`src/rtl/rectangle_scanner_pkg.sv`:
```
// rectangle_scanner_pkg: shared command layout, op codes and scanner states
package rectangle_scanner_pkg;
  localparam int POSITION_WIDTH = 12;
  typedef enum logic [1:0] {
    OP_OFF    = 2'b00,
    OP_TOGGLE = 2'b01,
    OP_ON     = 2'b11
  } op_e;
  typedef struct packed {
    op_e                       op;
    logic [POSITION_WIDTH-1:0] start_row;
    logic [POSITION_WIDTH-1:0] start_col;
    logic [POSITION_WIDTH-1:0] end_row;
    logic [POSITION_WIDTH-1:0] end_col;
  } cmd_s;
  typedef enum logic [1:0] {S_IDLE, S_LOAD, S_SCAN, S_DONE} state_e;
endpackage

```
`src/rtl/sync_fifo.sv`:
```
// sync_fifo: power-of-two circular buffer; a push while full is taken only alongside a pop
module sync_fifo #(
  parameter int WIDTH = 8,
  parameter int DEPTH = 4
) (
  input  logic             clk,
  input  logic             reset,
  input  logic             push,
  input  logic             pop,
  input  logic [WIDTH-1:0] din,
  output logic [WIDTH-1:0] dout,
  output logic             full,
  output logic             empty
);
  localparam int AW = $clog2(DEPTH);
  localparam int CW = AW + 1;
  logic [WIDTH-1:0] mem_q [DEPTH];
  logic [AW-1:0] wr_q, rd_q;
  logic [CW-1:0] count_q;
  logic do_push, do_pop;
  assign full    = count_q == CW'(DEPTH);
  assign empty   = count_q == '0;
  assign do_pop  = pop && !empty;
  assign do_push = push && (!full || do_pop);
  assign dout    = mem_q[rd_q];
  always_ff @(posedge clk) begin
    if (do_push) mem_q[wr_q] <= din;
  end
  always_ff @(posedge clk) begin
    if (reset) begin
      wr_q    <= '0;
      rd_q    <= '0;
      count_q <= '0;
    end else begin
      if (do_push) wr_q <= wr_q + AW'(1);
      if (do_pop) rd_q <= rd_q + AW'(1);
      count_q <= count_q + CW'(do_push) - CW'(do_pop);
    end
  end
endmodule

```
`src/rtl/rectangle_scanner.sv`:
```
// rectangle_scanner: buffers rectangle commands and emits their cells row-major
module rectangle_scanner #(
  parameter int INSTRUCTION_WIDTH = 50,
  parameter int FIFO_DEPTH        = 4,
  parameter int POSITION_WIDTH    = 12
) (
  input  logic                         clk,
  input  logic                         reset,
  input  logic                         end_of_file,
  input  logic                         normalized_instr_valid,
  input  logic [INSTRUCTION_WIDTH-1:0] normalized_instr_data,
  output logic                         cell_valid,
  input  logic                         cell_ready,
  output logic [1:0]                   cell_op,
  output logic [POSITION_WIDTH-1:0]    cell_row,
  output logic [POSITION_WIDTH-1:0]    cell_col,
  output logic                         cell_last,
  output logic                         scan_done,
  output logic                         overflow
);
  import rectangle_scanner_pkg::*;
  localparam int P = POSITION_WIDTH;
  state_e state_q;
  logic [INSTRUCTION_WIDTH-1:0] fifo_dout, cmd_q;
  logic fifo_full, fifo_empty, push, pop, accept, wrap;
  logic eof_seen_q, cell_valid_q, cell_last_q, scan_done_q, overflow_q;
  logic [1:0] op_q;
  logic [P-1:0] row_q, col_q, row_n, col_n, sr, sc, er, ec;
  assign {sr, sc, er, ec} = cmd_q[4*P-1:0];
  assign pop    = state_q == S_IDLE && !fifo_empty;
  assign push   = normalized_instr_valid && (!fifo_full || pop);
  assign accept = cell_valid_q && cell_ready;
  assign wrap   = col_q == ec;
  assign row_n  = wrap ? row_q + P'(1) : row_q;
  assign col_n  = wrap ? sc : col_q + P'(1);
  sync_fifo #(
    .WIDTH(INSTRUCTION_WIDTH),
    .DEPTH(FIFO_DEPTH)
  ) u_fifo (
    .clk  (clk),
    .reset(reset),
    .push (push),
    .pop  (pop),
    .din  (normalized_instr_data),
    .dout (fifo_dout),
    .full (fifo_full),
    .empty(fifo_empty)
  );
  assign cell_valid = cell_valid_q;
  assign cell_op    = op_q;
  assign cell_row   = row_q;
  assign cell_col   = col_q;
  assign cell_last  = cell_last_q;
  assign scan_done  = scan_done_q;
  assign overflow   = overflow_q;
  // Commands arriving after DONE are buffered but never scanned, so they count as lost.
  always_ff @(posedge clk) begin
    if (reset) begin
      state_q      <= S_IDLE;
      cmd_q        <= '0;
      row_q        <= '0;
      col_q        <= '0;
      op_q         <= '0;
      eof_seen_q   <= 1'b0;
      cell_valid_q <= 1'b0;
      cell_last_q  <= 1'b0;
      scan_done_q  <= 1'b0;
      overflow_q   <= 1'b0;
    end else begin
      eof_seen_q <= eof_seen_q || end_of_file;
      if (normalized_instr_valid && (!push || state_q == S_DONE)) overflow_q <= 1'b1;
      case (state_q)
        S_IDLE:
          if (pop) begin
            cmd_q   <= fifo_dout;
            state_q <= S_LOAD;
          end else if (eof_seen_q && !normalized_instr_valid) begin
            state_q     <= S_DONE;
            scan_done_q <= 1'b1;
          end
        S_LOAD:
          if (sr <= er && sc <= ec) begin
            row_q        <= sr;
            col_q        <= sc;
            op_q         <= cmd_q[4*P+1:4*P];
            cell_last_q  <= sr == er && sc == ec;
            cell_valid_q <= 1'b1;
            state_q      <= S_SCAN;
          end else begin
            state_q <= S_IDLE;
          end
        S_SCAN:
          if (accept) begin
            if (cell_last_q) begin
              cell_valid_q <= 1'b0;
              cell_last_q  <= 1'b0;
              state_q      <= S_IDLE;
            end else begin
              row_q       <= row_n;
              col_q       <= col_n;
              cell_last_q <= row_n == er && col_n == ec;
            end
          end
        default: ;
      endcase
    end
  end
endmodule

```
`config.mk`:
```
export PLATFORM = sky130hd
export DESIGN_NAME = rectangle_scanner
export DESIGN_NICKNAME = d
export VERILOG_FILES = /design/src/rtl/rectangle_scanner_pkg.sv /design/src/rtl/sync_fifo.sv /design/src/rtl/rectangle_scanner.sv
export SDC_FILE = /design/constraint.sdc
export NUM_CORES = 1
export LEC_CHECK = 0
export CAP_MARGIN = 0
export CELL_PAD_IN_SITES_DETAIL_PLACEMENT = 1
export CELL_PAD_IN_SITES_GLOBAL_PLACEMENT = 1
export CORE_MARGIN = 4
export CORE_UTILIZATION = 52
export DETAILED_ROUTE_END_ITERATION = 7
export PLACE_DENSITY = 0.91
export SLEW_MARGIN = 25
export SYNTH_ARGS = -nofsm -noshare
export SYNTH_HDL_FRONTEND = slang
export SYNTH_SLANG_ARGS = --single-unit
```
`constraint.sdc`:
```
create_clock -name clk -period 7.7 [get_ports clk]
set_input_delay 0.77 -clock clk [delete_from_list [all_inputs] [get_ports clk]]
set_output_delay 0.77 -clock clk [all_outputs]
set_load 0.1 [all_outputs]
```
Word level (Yosys, flattened, before mapping)
Memory sizes are Yosys's and may differ from the RTL's. A register that Yosys moved wholly into a read port is not among the register bits.
Index checks and enable logic that the tools add are counted.
Operators by class
  multiplexer cells: 26
  shift-type cells: 0
  $add $sub $neg: 6
  bitwise logic cells: 1
  equality and inequality tests: 14
  magnitude comparators: 2
  reduce and logical (&&, ||, !) cells: 29
  multipliers: 0
  div/mod/pow operators: 0
Operator list (count)
  $mux 12: 8
  $eq 12x12->1: 5
  $pmux 12 s2: 2
  $add 12x1->12 const B: 2
  $le 12x12->1: 2
  $reduce_and 4->1: 3
  $logic_and 1x1->1: 10
  $mux 2: 5
  $mux 1: 8
  $ne 2x2->1 const B: 4
  $pmux 2 s3: 1
  $reduce_and 3->1: 2
  $add 2x1->2 const B: 2
  $eq 2x2->1 const B: 2
  $logic_not 1->1: 4
  $logic_or 1x1->1: 4
  $pmux 1 s2: 2
  $reduce_and 2->1: 2
  $add 3x1->3: 1
  $eq 3x3->1 const B: 1
  $logic_not 3->1: 1
  $ne 3x2->1 const B: 1
  $reduce_bool 3->1: 1
  $sub 3x1->3: 1
  4 further kinds: 4
Word-level totals
  bits in registers: 40
  bits of input ports: 55
  memory bits (writable): 200
  memory bits (read-only): 0
  memories: 1
  latch bits: 0
Memories
  u_fifo.mem_q: depth 4, width 50, read ports 1, clocked after Yosys merged registers in 1, wr ports 1, RTL line sync_fifo.sv:17  | logic [WIDTH-1:0] mem_q [DEPTH];

Longest topological paths before layout
Gate-level depths: netlist (run 1).
  depth after elaboration: 8
  gate-level depth with buffers: 13
  depth with buffers taken out: 11

Cells and area by module
Synthesis (run 1) repeated with hierarchy kept, for this count alone.
Unflattened totals
  cells, all modules: 1012
  area, all modules: 13047.5 um^2
Modules (own cells, without submodules)
  sync_fifo: instances 1, seq. area each 6185.9 um^2, cells an instance 309, area each 7840.0 um^2
  rectangle_scanner: instances 1, seq. area each 1661.6 um^2, cells an instance 703, area each 5207.5 um^2

Worst setup path before layout (run 1)
OpenSTA, ideal clock, no wires.
  kind: reg2reg
  start: register col_q[1], in the netlist cell_col[1]
  end: register cell_last_q, in the netlist cell_last
  library setup time: 0.057 ns
  required time: 7.643 ns
  slack: 4.562 ns
  data arrival time: 3.081 ns
  cell stages (with the launch flop): 11
  cell sequence: dfxtp_1 > ha_1 > clkbuf_1 > nand3_1 > xnor2_1 > mux2_2 > xnor2_1 > nor4_1 > o2111ai_1 > o41ai_2 > a21o_1
On the way
  cells in the longest elaborated chain, start to end: 7
Ends and longest elaborated chain
  from (decl): RTL line rectangle_scanner.sv:28  | logic [P-1:0] row_q, col_q, row_n, col_n, sr, sc, er, ec;
  from (signal assigned): RTL line rectangle_scanner.sv:100  | col_q <= col_n;
  $add 12x1->12 or $eq 12x12->1 (tied branches): RTL line rectangle_scanner.sv:35, rectangle_scanner.sv:33
  $mux 12, on equally long branches: RTL line rectangle_scanner.sv:35, rectangle_scanner.sv:34
  $eq 12x12->1: RTL line rectangle_scanner.sv:101  | cell_last_q <= row_n == er && col_n == ec;
  $logic_and 1x1->1 (*): RTL line rectangle_scanner.sv:101
  $mux 1 (*): RTL line rectangle_scanner.sv:94  | if (cell_last_q) begin
  $mux 1 (*): RTL line rectangle_scanner.sv:93  | if (accept) begin
  $pmux 1 s2 (*): RTL line rectangle_scanner.sv:72  | case (state_q)
  to (signal assigned): RTL line rectangle_scanner.sv:86  | cell_last_q <= sr == er && sc == ec;
  to (signal assigned): RTL line rectangle_scanner.sv:96  | cell_last_q <= 1'b0;
  to (signal assigned): RTL line rectangle_scanner.sv:101
  to (decl): RTL line rectangle_scanner.sv:26  | logic eof_seen_q, cell_valid_q, cell_last_q, scan_done_q, overflow_q;
Mark *: on every way between the ends. The rest lies on a longest branch, timed or not. The select of a mux whose other input is x is not followed.
A chain may end at the register's enable or synchronous reset.

Final worst setup path (run 1)
  start: register state_q[0]
  end: register row_q[4], in the netlist cell_row[4]
On the way
  cells in the longest elaborated chain, start to end: 3
Ends and longest elaborated chain
  from (decl): RTL line rectangle_scanner.sv:23  | state_e state_q;
  from (signal assigned): RTL line rectangle_scanner.sv:59  | state_q <= S_IDLE;
  from (signal assigned): RTL line rectangle_scanner.sv:76  | state_q <= S_LOAD;
  from (signal assigned): RTL line rectangle_scanner.sv:78  | state_q <= S_DONE;
  $eq 2x2->1 or $eq 2x1->1 (tied branches): RTL line rectangle_scanner.sv:72
  $ne 2x2->1 (no line) or $reduce_bool 2->1 (tied branches)
  $reduce_and 4->1 (no line)
  to (signal assigned): RTL line rectangle_scanner.sv:83  | row_q <= sr;
  to (signal assigned): RTL line rectangle_scanner.sv:99  | row_q <= row_n;
  to (decl): RTL line rectangle_scanner.sv:28
Parallel ways exist; a longest one is shown, timed or not.

==> metrics.md, run 1 <==
| Metric | Value |
|---|---|
| GRT overflow | `0` |
| Share of cells above drive strength 1 | `12.2%` |
| Post-synthesis net count | `1,083` |
| Fmax | `0.250 GHz` |
| Fillers | `2,353` |
| Top cells by area, synth | `edfxtp_1 47%, dfxtp_1 14%, mux4_2 8.8%, nand2_1 4.1%, a21oi_1 3.8%` |
| Hold EP | `overflow$_SDFFE_PP0P_` |
| Clk sinks | `290` |
| Setup Buffers After CTS | `0` |
| Worst path required time | `8.16 ns` |
| Relative slew slack | `29.6%` |
| DRC viols | `0` |
| Sequential Area | `0.00781 sq mm` |
| HP Class | `reg2reg` |
| Most frequent cell after synthesis | `edfxtp_1` |
| Critical Path Fanout Max | `26` |
| Final setup fails | `0` |
| Tot Pwr | `5.92 mW` |
| # rows | `57` |
| Antenna cells | `0` |
| Setup crit start kind | `flip-flop` |
| Die area | `0.0271 sq mm` |
| Via Count | `8,682` |
| Total track usage | `26.3%` |
| Main synth FF type | `edfxtp_1` |
| Dpl hpwl | `22,100 microns` |
| Fin. max-slew vios | `0` |
| P&R area growth vs syn | `16.3%` |
| Post-synthesis cell type count | `68` |
| Setup tns final | `0 ns` |
| Worst hold stages | `2` |
| Worst slack at placement | `3.80 ns` |
| Nets@finish | `1,152` |
| R2r setup slk | `3.70 ns` |
| Final hold viol count | `0` |
| Cts bufs inserted | `30` |
| Yosys top cell area share | `47.1%` |
| Outcome | `complete, no violations` |
| Final period util | `51.9%` |
| CTS tree | `done` |
| Critical Path AT | `4.46 ns` |
| PostCTS Resize Cnt | `0` |
| VDD IR max | `0.219 mV` |
| Syn avg cell area | `12.9 sq um` |
| Core Box Area | `0.0242 sq mm` |
| Routed wire per std cell | `24.8 microns` |
| Final worst slack | `3.70 ns` |
| Critical path class | `reg2reg` |
| Register area share after synthesis | `61.2%` |
| LEAKAGE | `5.03 nW` |
| CTS root buf | `clkbuf_16` |
| Number of max-cap violations | `0` |
| Pin count of the biggest net entering global routing | `88` |
| Multi-input logic area | `0.00451 sq mm` |
| Starting Density | `52.6%` |
| Cells after Synth | `990` |
| Iteration-0 DRC Markers | `802` |
| RSZ-0062 raised after global routing | `no` |
| Global-route wire length before repair | `54,800 microns` |
| Reg clk slew, reported paths | `0.06 ns` |
| Post-CTS Hold Buffers | `0` |
| Port bufs | `84` |
| Horiz. Die Dim | `165 microns` |
| Clk_skew | `0.0234 ns` |
| Final Hold Slack | `0.452 ns` |
| P per Cell Area | `399 mW/mm^2` |
| Antenna violations before repair | `0` |
| Clock Latency Late Sink | `0.56 ns` |
| Ys async rst share | `0%` |
| DRT Wirelength | `34,900 microns` |
| Shortest period the worst path allows | `4.00 ns` |
| Reg2reg path depth | `8` |
| Ports | `85` |
| Post-synth EDFFs | `200` |
| Crit Reg-Reg Endpoint | `cell_row[4]$_SDFFE_PP0P_` |
| Yosys reg bits | `290` |
| Routability cong. | `0.938` |
| DR pass1 iterations | `5` |
| Post-synth top cells | `200 x edfxtp_1, 139 x nand2_1, 96 x a21oi_1` |
| Vias/cell | `6.17` |
| DIE HEIGHT | `165 microns` |
| CP endpoint kind | `flip-flop` |
| Synth warn | `0` |
| Hold_sp | `overflow$_SDFFE_PP0P_` |
| Antenna Nets Post-Route | `0` |
| CTS HTree Levels | `1` |
| Clock Path Buffers | `3` |
| RR Startpoint | `state_q[0]$_SDFFE_PP0P_` |
| Vias in the first global route | `9,458` |
| Yosys top cell by area | `edfxtp_1` |
| Mapped cell area | `0.0128 sq mm` |
| Worst slew pin tran | `1.06 ns` |
how the worst max path moves through the flow:
| stage | depth (start not counted) | from | end |
|---|---|---|---|
| after floorplan | 10 | cell_col[1]$_SDFFE_PP0P_ | cell_last$_SDFFE_PP0P_ |
| after global placement | 10 | cmd_q[7]$_SDFFE_PP0P_ | cell_row[9]$_SDFFE_PP0P_ |
| after detailed placement | 8 | state_q[0]$_SDFFE_PP0P_ | cell_row[4]$_SDFFE_PP0P_ |
| after CTS | 8 | state_q[0]$_SDFFE_PP0P_ | cell_row[4]$_SDFFE_PP0P_ |
| after global routing | 8 | state_q[0]$_SDFFE_PP0P_ | cell_row[9]$_SDFFE_PP0P_ |
| final | 8 | state_q[0]$_SDFFE_PP0P_ | cell_row[4]$_SDFFE_PP0P_ |
flip-flops by register name (all words and copies together) (netlist names):
register,cells
u_fifo.rd_q,2
cell_last,1
cell_valid,1
u_fifo.mem_q,200
u_fifo.wr_q,2
state_q,2
cell_op,2
cell_col,12
cell_row,12
u_fifo.count_q,3
cmd_q,50
eof_seen_q,1
scan_done,1
overflow,1
critical path, stage by stage (launching register included):
cell      delay [ns]
dfxtp_1         0.36
inv_1           0.11
ha_1            0.68
clkinv_1        0.87
nor2_1          0.34
a31oi_2         0.18
a21oi_2         0.71
nand2_1         0.39
o21ai_0         0.26
final cells by class:
class,count,area share (%)
multi-input combinational,593,30.4
sequential,290,52.7
clock buffer,35,5.40
timing repair buffer,94,6.28
clock inverter,21,1.25
inverter,50,1.27
tap,324,2.73
cell usage in the layout (no fill, tap or decap), types with 5 or more instances in the layout:
master	n
and3_1	7
nand2_1	139
xor2_1	23
o32ai_1	7
a21oi_1	96
nor3_1	15
ha_1	37
nor4_1	7
inv_1	47
clkinv_2	5
buf_4	9
xnor2_1	24
nand3_1	13
o21ai_0	23
nand4_1	9
o211ai_1	6
clkinv_1	10
clkdlybuf4s50_1	83
o22ai_1	5
nor2b_1	5
a31oi_1	7
clkbuf_16	31
mux4_2	50
a21o_1	9
dfxtp_1	88
nor2_1	36
edfxtp_1	200
cell families (layout without fill, tap and decap cells):
kind of cell	Yosys count	after routing	synth area share, %
AO/OA/AOI/OAI	190	190	9.15
XOR/XNOR	48	48	3.36
adder cells (fa/ha/maj)	38	38	3.79
buffers and inverters	107	200	3.51
flip-flops	290	290	61.2
multiplexers	56	56	9.32
AND/OR/NAND/NOR	261	261	9.65
per-layer routing:
metal  routed length [microns]  GRT usage [%]  part of all wire (%)  vias up
met5                         0              0                     0        -
met1                     13500           33.7                    39     4365
met2                     17600           45.1                    50      376
li1                          -              -                     -     3828
met3                      2370           4.49                   6.8      113
met4                      1450           10.2                   4.2        0
report_power, final:
part / leakage, nW / total [mW] / internal [mW] / switching, mW
clock network: 0.476 / 1.44 / 0.842 / 0.597
logic: 1.99 / 2.29 / 0.807 / 1.48
registers: 2.57 / 2.19 / 1.92 / 0.268
per-stage QoR:
step	cells	area, sq um	util, %
after floorplan	990	12800	-
after CTS	1407	14800	61.2
after detailed placement	1351	13800	57.1
after global routing	1407	14800	61.2
after global placement	1350	13800	57.0
final	1407	14800	61.2
Power figures use the tool's default switching activity.
==> run 2, diff against run 1 <==
--- a/config.mk
+++ b/config.mk
@@ -9,9 +9,9 @@
 export CELL_PAD_IN_SITES_DETAIL_PLACEMENT = 1
 export CELL_PAD_IN_SITES_GLOBAL_PLACEMENT = 1
 export CORE_MARGIN = 4
-export CORE_UTILIZATION = 52
+export CORE_UTILIZATION = 49
 export DETAILED_ROUTE_END_ITERATION = 7
-export PLACE_DENSITY = 0.91
+export PLACE_DENSITY = 0.87
 export SLEW_MARGIN = 25
 export SYNTH_ARGS = -nofsm -noshare
 export SYNTH_HDL_FRONTEND = slang
==> constraint.sdc (replaced) <==
create_clock -name clk -period 3.8 [get_ports clk]
set_input_delay 0.38 -clock clk [delete_from_list [all_inputs] [get_ports clk]]
set_output_delay 0.38 -clock clk [all_outputs]
set_load 0.1 [all_outputs]
==> metrics.md, run 2 (synthesized netlist as in run 1, its figures left out) <==
| Metric | Value |
|---|---|
| Horiz. Die Dim | `169 microns` |
| VDD IR max | `0.497 mV` |
| Relative slew slack | `29.9%` |
| Final setup fails | `0` |
| Crit path top cell by count | `a221o_1` |
| Worst path required time | `4.25 ns` |
| Fin. max-slew vios | `0` |
| # rows | `58` |
| Share of cells above drive strength 1 | `13.1%` |
| Hold EP | `eof_seen_q$_SDFF_PP0_` |
| Crit-path slowest cell | `dfxtp_1` |
| Antenna violations before repair | `0` |
| Outcome | `complete, no violations` |
| Most frequent cells in the layout | `200 x edfxtp_1, 139 x nand2_1, 96 x a21oi_1` |
| Critical Path Fanout Max | `17` |
| Clock Latency Late Sink | `0.56 ns` |
| Cts bufs inserted | `29` |
| Reg clk slew, reported paths | `0.06 ns` |
| CTS root buf | `clkbuf_16` |
| Antenna cells | `0` |
| Reg2reg path depth | `11` |
| Critical Path AT | `3.74 ns` |
| Clk sinks | `290` |
| Final period util | `86.4%` |
| Dpl hpwl | `22,300 microns` |
| Antenna Nets Post-Route | `0` |
| Regs by FF count | `u_fifo.mem_q x200, cmd_q x50` |
| Pin count of the biggest net entering global routing | `87` |
| RSZ-0062 raised after global routing | `no` |
| DRC viols | `0` |
| GRT overflow | `0` |
| Die area | `0.0287 sq mm` |
| Worst hold stages | `3` |
| Final Instance Area | `0.0150 sq mm` |
| Worst slew pin tran | `1.05 ns` |
| Hold_sp | `end_of_file` |
| Max reg flops | `200` |
| Critical path class | `reg2reg` |
| LEAKAGE | `5.12 nW` |
| R2r setup slk | `0.52 ns` |
| Vias/cell | `5.91` |
| Via Count | `8,401` |
| CP max stage delay | `0.48 ns` |
| Vias in the first global route | `9,019` |
| HP Class | `in2reg` |
| Sequential Area | `0.00781 sq mm` |
| Nets@finish | `1,163` |
| DRT Wirelength | `33,000 microns` |
| Setup Buffers After CTS | `0` |
| Clk_skew | `0.0264 ns` |
| CTS tree | `done` |
| Setup tns final | `0 ns` |
| Fmax | `0.305 GHz` |
| Shortest period the worst path allows | `3.28 ns` |
| Final hold viol count | `0` |
| Starting Density | `50.2%` |
| Core Box Area | `0.0254 sq mm` |
| Ports | `85` |
| DR pass1 iterations | `4` |
| PostCTS Resize Cnt | `0` |
| RR Startpoint | `cmd_q[7]$_SDFFE_PP0P_` |
| Fillers | `2,512` |
| Iteration-0 DRC Markers | `578` |
| Total track usage | `22.8%` |
| Global-route wire length before repair | `51,300 microns` |
| P per Cell Area | `799 mW/mm^2` |
| CP endpoint kind | `flip-flop` |
| Worst path buffer plus inverter count | `2` |
| Multi-input logic area | `0.00451 sq mm` |
| Port bufs | `84` |
| Routed wire per std cell | `23.2 microns` |
| Number of max-cap violations | `0` |
| Setup crit start kind | `flip-flop` |
| Crit Reg-Reg Endpoint | `cell_row[8]$_SDFFE_PP0P_` |
| Clock Path Buffers | `3` |
| CTS HTree Levels | `1` |
| Crit path max-delay family | `compound AO/OA/AOI/OAI gates` |
| Post-CTS Hold Buffers | `0` |
| Most common cell after layout, fill and taps aside | `edfxtp_1` |
| Routability cong. | `0.978` |
| CP cell instances | `inv_1, ha_1, and3_1, a221o_1, a221o_1, o21bai_1, a31oi_1, a21oi_2, buf_4, nand2_1, o21ai_0` |
| P&R area growth vs syn | `17.3%` |
| Post-DP Area | `0.0140 sq mm` |
| DIE HEIGHT | `169 microns` |
| Top reg by flops | `u_fifo.mem_q` |
run 2: changes by cell type in the layout (fill, tap and decap cells not counted):
cell and delta:
clkinv_1 -6, bufinv_16 +2, buf_12 +3, buf_16 -1
a31oi_1 +1, clkbuf_1 +3, buf_4 +10, a31oi_2 -1
clkbuf_8 +4, clkbuf_16 -2, clkinvlp_4 -3, clkinv_4 -1
run 2: per-layer routing:
layer | GRT usage, % | part of all wire (%)
met5 | 0 | 0
met4 | 6.48 | 2.7
met3 | 4.43 | 6.4
met2 | 38.6 | 49
met1 | 30.3 | 41
run 2: stage by stage:
step / hold WS [ns] / total power [mW] / setup slack [ns] / utilization (%) / std cells
4_1_cts: 0.392 / 12.0 / 0.558 / 58.9 / 1422
3_3_place_gp: 0.434 / 8.74 / 0.702 / 55.0 / 1369
5_1_grt: 0.417 / 12.6 / 0.302 / 58.9 / 1422
2_1_floorplan: 0.436 / 7.60 / 0.662 / - / 990
3_5_place_dp: 0.445 / 8.95 / 0.629 / 55.0 / 1369
6_report: 0.405 / 12.0 / 0.516 / 58.9 / 1422
run 2: cell type report:
class,instances,area share [%]
sequential,290,52.2
tap,330,2.76
timing repair buffer,106,6.94
multi-input combinational,593,30.1
clock inverter,13,1.28
inverter,50,1.25
clock buffer,40,5.46
run 2: worst min-delay path: cells and delay by family:
family | cells | cell delay [ns]
simple gates | 2 | 0.13
buf+inv | 1 | 0.40
run 2: worst max path at each step:
stage / startpoint / end / slack [ns] / depth (start not counted)
CTS: cmd_q[7]$_SDFFE_PP0P_ / cell_row[8]$_SDFFE_PP0P_ / 0.56 / 11
global placement: cmd_q[5]$_SDFFE_PP0P_ / cell_col[5]$_SDFFE_PP0P_ / 0.70 / 10
detailed placement: cmd_q[7]$_SDFFE_PP0P_ / cell_row[8]$_SDFFE_PP0P_ / 0.63 / 11
global route: cmd_q[7]$_SDFFE_PP0P_ / cell_row[8]$_SDFFE_PP0P_ / 0.30 / 11
floorplan: cell_col[1]$_SDFFE_PP0P_ / cell_last$_SDFFE_PP0P_ / 0.66 / 10
finish: cmd_q[7]$_SDFFE_PP0P_ / cell_row[8]$_SDFFE_PP0P_ / 0.52 / 11
run 2: power by group:
part	internal (mW)	switching, mW
registers	3.89	0.591
logic	1.68	2.79
clock network	1.83	1.17
total	7.41	4.55
